<file path="config.mk">
export PLATFORM = sky130hd
export DESIGN_NAME = wb_regfile
export DESIGN_NICKNAME = d
export VERILOG_FILES = /design/src/rtl/wb_regfile.sv
export SDC_FILE = /design/constraint.sdc
export NUM_CORES = 2
export LEC_CHECK = 0
export ABC_AREA = 1
export CAP_MARGIN = 5
export CORE_AREA = 2 2 443 445
export DETAILED_ROUTE_END_ITERATION = 10
export DIE_AREA = 0 0 445 447
export PLACE_DENSITY_LB_ADDON = 0.3
export SLEW_MARGIN = 20
export SYNTH_ARGS = -nofsm -noshare
export SYNTH_HDL_FRONTEND = slang
export SYNTH_SLANG_ARGS = --single-unit
export TNS_END_PERCENT = 100
</file>
<file path="constraint.sdc">
create_clock -name clk -period 3.1 [get_ports clk]
set_input_delay 0.62 -clock clk [delete_from_list [all_inputs] [get_ports clk]]
set_output_delay 0.62 -clock clk [all_outputs]
set_load 0.005 [all_outputs]
</file>
<file path="src/rtl/wb_regfile.sv">
// Write-back stage register file: selects load/ALU data, commits to a 32-entry array,
// serves two combinational ID read ports. Optional WB->ID bypass under `REGFILE_BYPASS_EN.
module wb_regfile #(
   parameter int DATA_W = 32,
   parameter int ADDR_W = 5,
   parameter int CNT_W  = 32
) (
   input  logic              clk,
   input  logic              rst_n,
   input  logic              MemtoReg_WB,
   input  logic              RegWrite_WB,
   input  logic [DATA_W-1:0] dmReadData_WB,
   input  logic [DATA_W-1:0] ALUResult_WB,
   input  logic [ADDR_W-1:0] Dst_WB,
   input  logic [ADDR_W-1:0] ReadReg1_ID,
   input  logic [ADDR_W-1:0] ReadReg2_ID,
   output logic [DATA_W-1:0] ReadData1_ID,
   output logic [DATA_W-1:0] ReadData2_ID,
   output logic [DATA_W-1:0] WriteData_WB,
   output logic [CNT_W-1:0]  CommitCount
);

   localparam int NREGS = 1 << ADDR_W;

   logic [DATA_W-1:0] regs_q [0:NREGS-1];
   logic [CNT_W-1:0]  commit_q;
   logic [CNT_W-1:0]  commit_d;
   logic              wr_qual;

   assign WriteData_WB = MemtoReg_WB ? dmReadData_WB : ALUResult_WB;
   assign wr_qual      = rst_n & RegWrite_WB & (Dst_WB != '0);

   // Counter saturates at all-ones rather than wrapping
   always_comb begin
      commit_d = commit_q;
      if (wr_qual && (commit_q != '1)) begin
         commit_d = commit_q + 1'b1;
      end
   end

   always_ff @(posedge clk) begin
      if (!rst_n) begin
         for (int i = 0; i < NREGS; i++) begin
            regs_q[i] <= '0;
         end
         commit_q <= '0;
      end else begin
         if (wr_qual) begin
            regs_q[Dst_WB] <= WriteData_WB;
         end
         commit_q <= commit_d;
      end
   end

   always_comb begin
      ReadData1_ID = regs_q[ReadReg1_ID];
      ReadData2_ID = regs_q[ReadReg2_ID];
`ifdef REGFILE_BYPASS_EN
      if (wr_qual && (ReadReg1_ID == Dst_WB)) begin
         ReadData1_ID = WriteData_WB;
      end
      if (wr_qual && (ReadReg2_ID == Dst_WB)) begin
         ReadData2_ID = WriteData_WB;
      end
`else
      // No bypass: ports show the array value until the commit edge
`endif
      if (!rst_n || (ReadReg1_ID == '0)) begin
         ReadData1_ID = '0;
      end
      if (!rst_n || (ReadReg2_ID == '0)) begin
         ReadData2_ID = '0;
      end
   end

   assign CommitCount = commit_q;

endmodule

</file>
==> impl_metrics.tcl <==
set metrics [dict create \
    first_iter_violations 8065 \
    start_util 0.299 \
    cts_max_level 3 \
    cp.required_ns 2.48 \
    slew_viol_final 0 \
    rows 162 \
    clk_path_buf_depth 3 \
    clk_pin_slew_worst_paths_ns 0.06 \
    layout_common_cells "nand2_1 (2860), nor2_1 (1062), edfxtp_1 (1024)" \
    grt_max_degree 55 \
    rr_endpoint "CommitCount[2]" \
    vias 57000 \
    holdWs_ns 0.457 \
    synth_cell_types 30 \
    ys_seq_elements 1056 \
    reg2reg_from "CommitCount[1]" \
    power.switching_mw 10.7 \
    vias_per_cell 5.44 \
    ir_worst_vdd_v 0.000434 \
    seq_power_share 0.450 \
    avgSynthCellArea_um2 7.78 \
    core_area_um2 194000 \
    grt.total_usage 0.255 \
    antenna_found_initial 1 \
    first_global_vias 54100 \
    synth_area_um2 58000 \
    drt-total-wl_um 265000 \
    dr_wl_met2_um 121000 \
    area_growth_pct 29.4 \
    ios 211 \
    worstHoldStart "rst_n" \
    setup_tns_ns -0.258 \
    p_leak_nw 31.5 \
    die_w_um 445 \
    clock_latency_ns 0.76 \
    violations "negative setup slack" \
    nets 7930 \
    maxCapViolations 0 \
    fin_ws_ns -0.196 \
    slowest_stage "clkdlybuf4s50_1" \
    reg2reg_depth 10 \
    power_per_cell_area_nw_per_um2 498 \
    p_clk_frac 0.374 \
    die_h_um 447 \
    drtAntennaViolNets 0 \
    cts.sinks 1056 \
    critical_path_arrival_ns 2.68 \
    wl_met1_um 100000 \
    crit_path_max_incr_delay_ns 0.48 \
    internal_power_mw 26.6 \
    switching_share 0.287 \
    ys_seq_area_frac 0.541 \
    critPathCaptureType "primary output" \
    routedWlPerCell_um 25.3 \
    cts_buffers 115 \
    fin_crit_ns 3.30 \
    critical_path.cell_chain "buf_8 > buf_4 > buf_4 > buf_4 > nand3_1 > nand3_1 > nand3_2 > nand3_4 > a21oi_4 > buf_4 > clkdlybuf4s50_1" \
    p_comb_frac 0.175 \
    final_common_cell "nand2_1" \
    tightestPinTransition_ns 0.799 \
    final_hold_viol_count 0 \
    hold-path-endpoint "CommitCount[25]" \
    dp_hpwl_um 163000 \
    crit_top_cell "buf_4" \
    ff2ff_setup_slack_ns 0.95 \
    rsz0062_at_grt "yes" \
    outcome "finished with violations" \
    tritoncts "done" \
    min_path_type "input port to register" \
    grt-ovfl-total 0 \
    grt_pass1_wl_um 373000 \
    globalplace.congestion 0.940 \
    drc 0 \
    cp_max_fo 14 \
    fin_crit_sh 1.06 \
    pre_cts_ws_ns -0.582 \
    firstDrtPassIters 6 \
    worstSetupPathType "input port to primary output" \
    max_freq_mhz 303 \
    power.total_mw 37.4 \
    synth_cells 7454 \
    clock_skew_ns 0.0268 \
    yosysWarningCount 0 \
    hold_buffers 0 \
    slew_headroom 0.467 \
    drive_gt1_frac 0.151 \
    top_layer "met5" \
    wl_met3_um 27800 \
    critPathLaunchType "input port" \
    io_buffers 210 \
    ctsRootBufferMaster "clkbuf_16" \
    dieArea_um2 199000 \
    holdPathStages 4 \
    final-setup-viol-count 7 \
]
==> synthesized netlist by cell type <==
cell | number | share of area
xnor2_1 | 6 | 0.00091
nand2_1 | 2909 | 0.19
buf_4 | 5 | 0.00065
dfxtp_1 | 32 | 0.011
conb_1 | 1 | 0.000065
nor2_4 | 2 | 0.00039
ha_1 | 1 | 0.00022
nor2_2 | 1 | 0.00011
nand3b_1 | 1 | 0.00013
nand3_1 | 1168 | 0.10
nand2_2 | 2 | 0.00022
or2_1 | 2 | 0.00022
o21ai_1 | 42 | 0.0036
xor2_1 | 9 | 0.0014
clkinv_1 | 1 | 0.000065
inv_2 | 5 | 0.00032
clkbuf_1 | 275 | 0.018
inv_1 | 137 | 0.0089
nor2_1 | 1064 | 0.069
nand4_1 | 10 | 0.0011
nand2_4 | 1 | 0.00019
buf_6 | 2 | 0.00039
a21oi_1 | 340 | 0.029
clkbuf_2 | 2 | 0.00017
o21ai_0 | 58 | 0.0050
edfxtp_1 | 1024 | 0.53
nor3_1 | 12 | 0.0010
o21bai_1 | 1 | 0.00013
buf_2 | 308 | 0.027
buf_1 | 33 | 0.0021
==> flip-flops by register name, summed over array words and instances (netlist names) <==
register,flops
CommitCount,32
regs_q,1024
==> routing by layer <==
| layer | GRT usage | up-vias |
|---|---|---|
| li1 | - | 25300 |
| met1 | 0.326 | 27300 |
| met2 | 0.405 | 3672 |
| met3 | 0.0484 | 718 |
| met4 | 0.145 | 2 |
| met5 | 0.00244 | - |
==> worst max-delay path, delay by kind of cell <==
family	cells	cell delay, ns
AND/OR/NAND/NOR	4	0.42
AO/OA/AOI/OAI	1	0.26
buffers and inverters	6	1.34
==> cell families after synthesis <==
group / Yosys count / synth area share
adder cells (fa/ha/maj): 1 / 0.000216
AO/OA/AOI/OAI: 441 / 0.0381
buffers and inverters: 768 / 0.0570
other: 1 / 0.0000646
flip-flops: 1056 / 0.541
AND/OR/NAND/NOR: 5172 / 0.361
XOR/XNOR: 15 / 0.00226
==> repair_timing <==
action | in CTS | in global routing
gates cloned | 27 | 14
buffers inserted | 50 | 40
pin swaps | 73 | 68
gates resized for setup | 345 | 178
endpoints found under the setup margin | 64 | 34
==> worst max-delay path by stage <==
stage / from / end / slack (ns) / cells after the start
after floorplan: rst_n / regs_q[10][0] / 0.44 / 10
after global placement: ReadReg1_ID[1] / ReadData1_ID[15] / -0.58 / 11
after detailed placement: ReadReg1_ID[1] / ReadData1_ID[15] / -0.58 / 11
after CTS: ReadReg1_ID[0] / ReadData1_ID[18] / -0.25 / 11
after global routing: ReadReg1_ID[1] / ReadData1_ID[18] / -0.20 / 13
final: ReadReg1_ID[1] / ReadData1_ID[18] / -0.20 / 11
==> power by group through the flow <==
stage / logic [mW] / clock network (mW) / registers (mW)
3_5_place_dp: 5.74 / 0 / 17.1
2_1_floorplan: 2.77 / 0 / 17.0
5_1_grt: 6.87 / 14.6 / 16.9
3_3_place_gp: 5.73 / 0 / 17.1
4_1_cts: 6.19 / 14.1 / 16.8
6_report: 6.54 / 14.0 / 16.8
==> cell type report <==
type,count,area (um2)
fill,19200,119000
sequential,1056,31400
multi-input combinational,5661,25300
timing repair buffer,868,10900
tap,2542,3180
clock buffer,136,3000
clock inverter,68,668
inverter,143,626
timing repair inverter,1,8.76
antenna,1,2.50
==> stage by stage <==
step,instance area [um2],instances,util
after global routing,75100,10500,0.387
after global placement,67600,10100,0.348
after floorplan,58100,7485,-
after detailed placement,67600,10100,0.348
final,75100,10500,0.387
after CTS,73800,10400,0.380
Power figures use the tool's default switching activity.
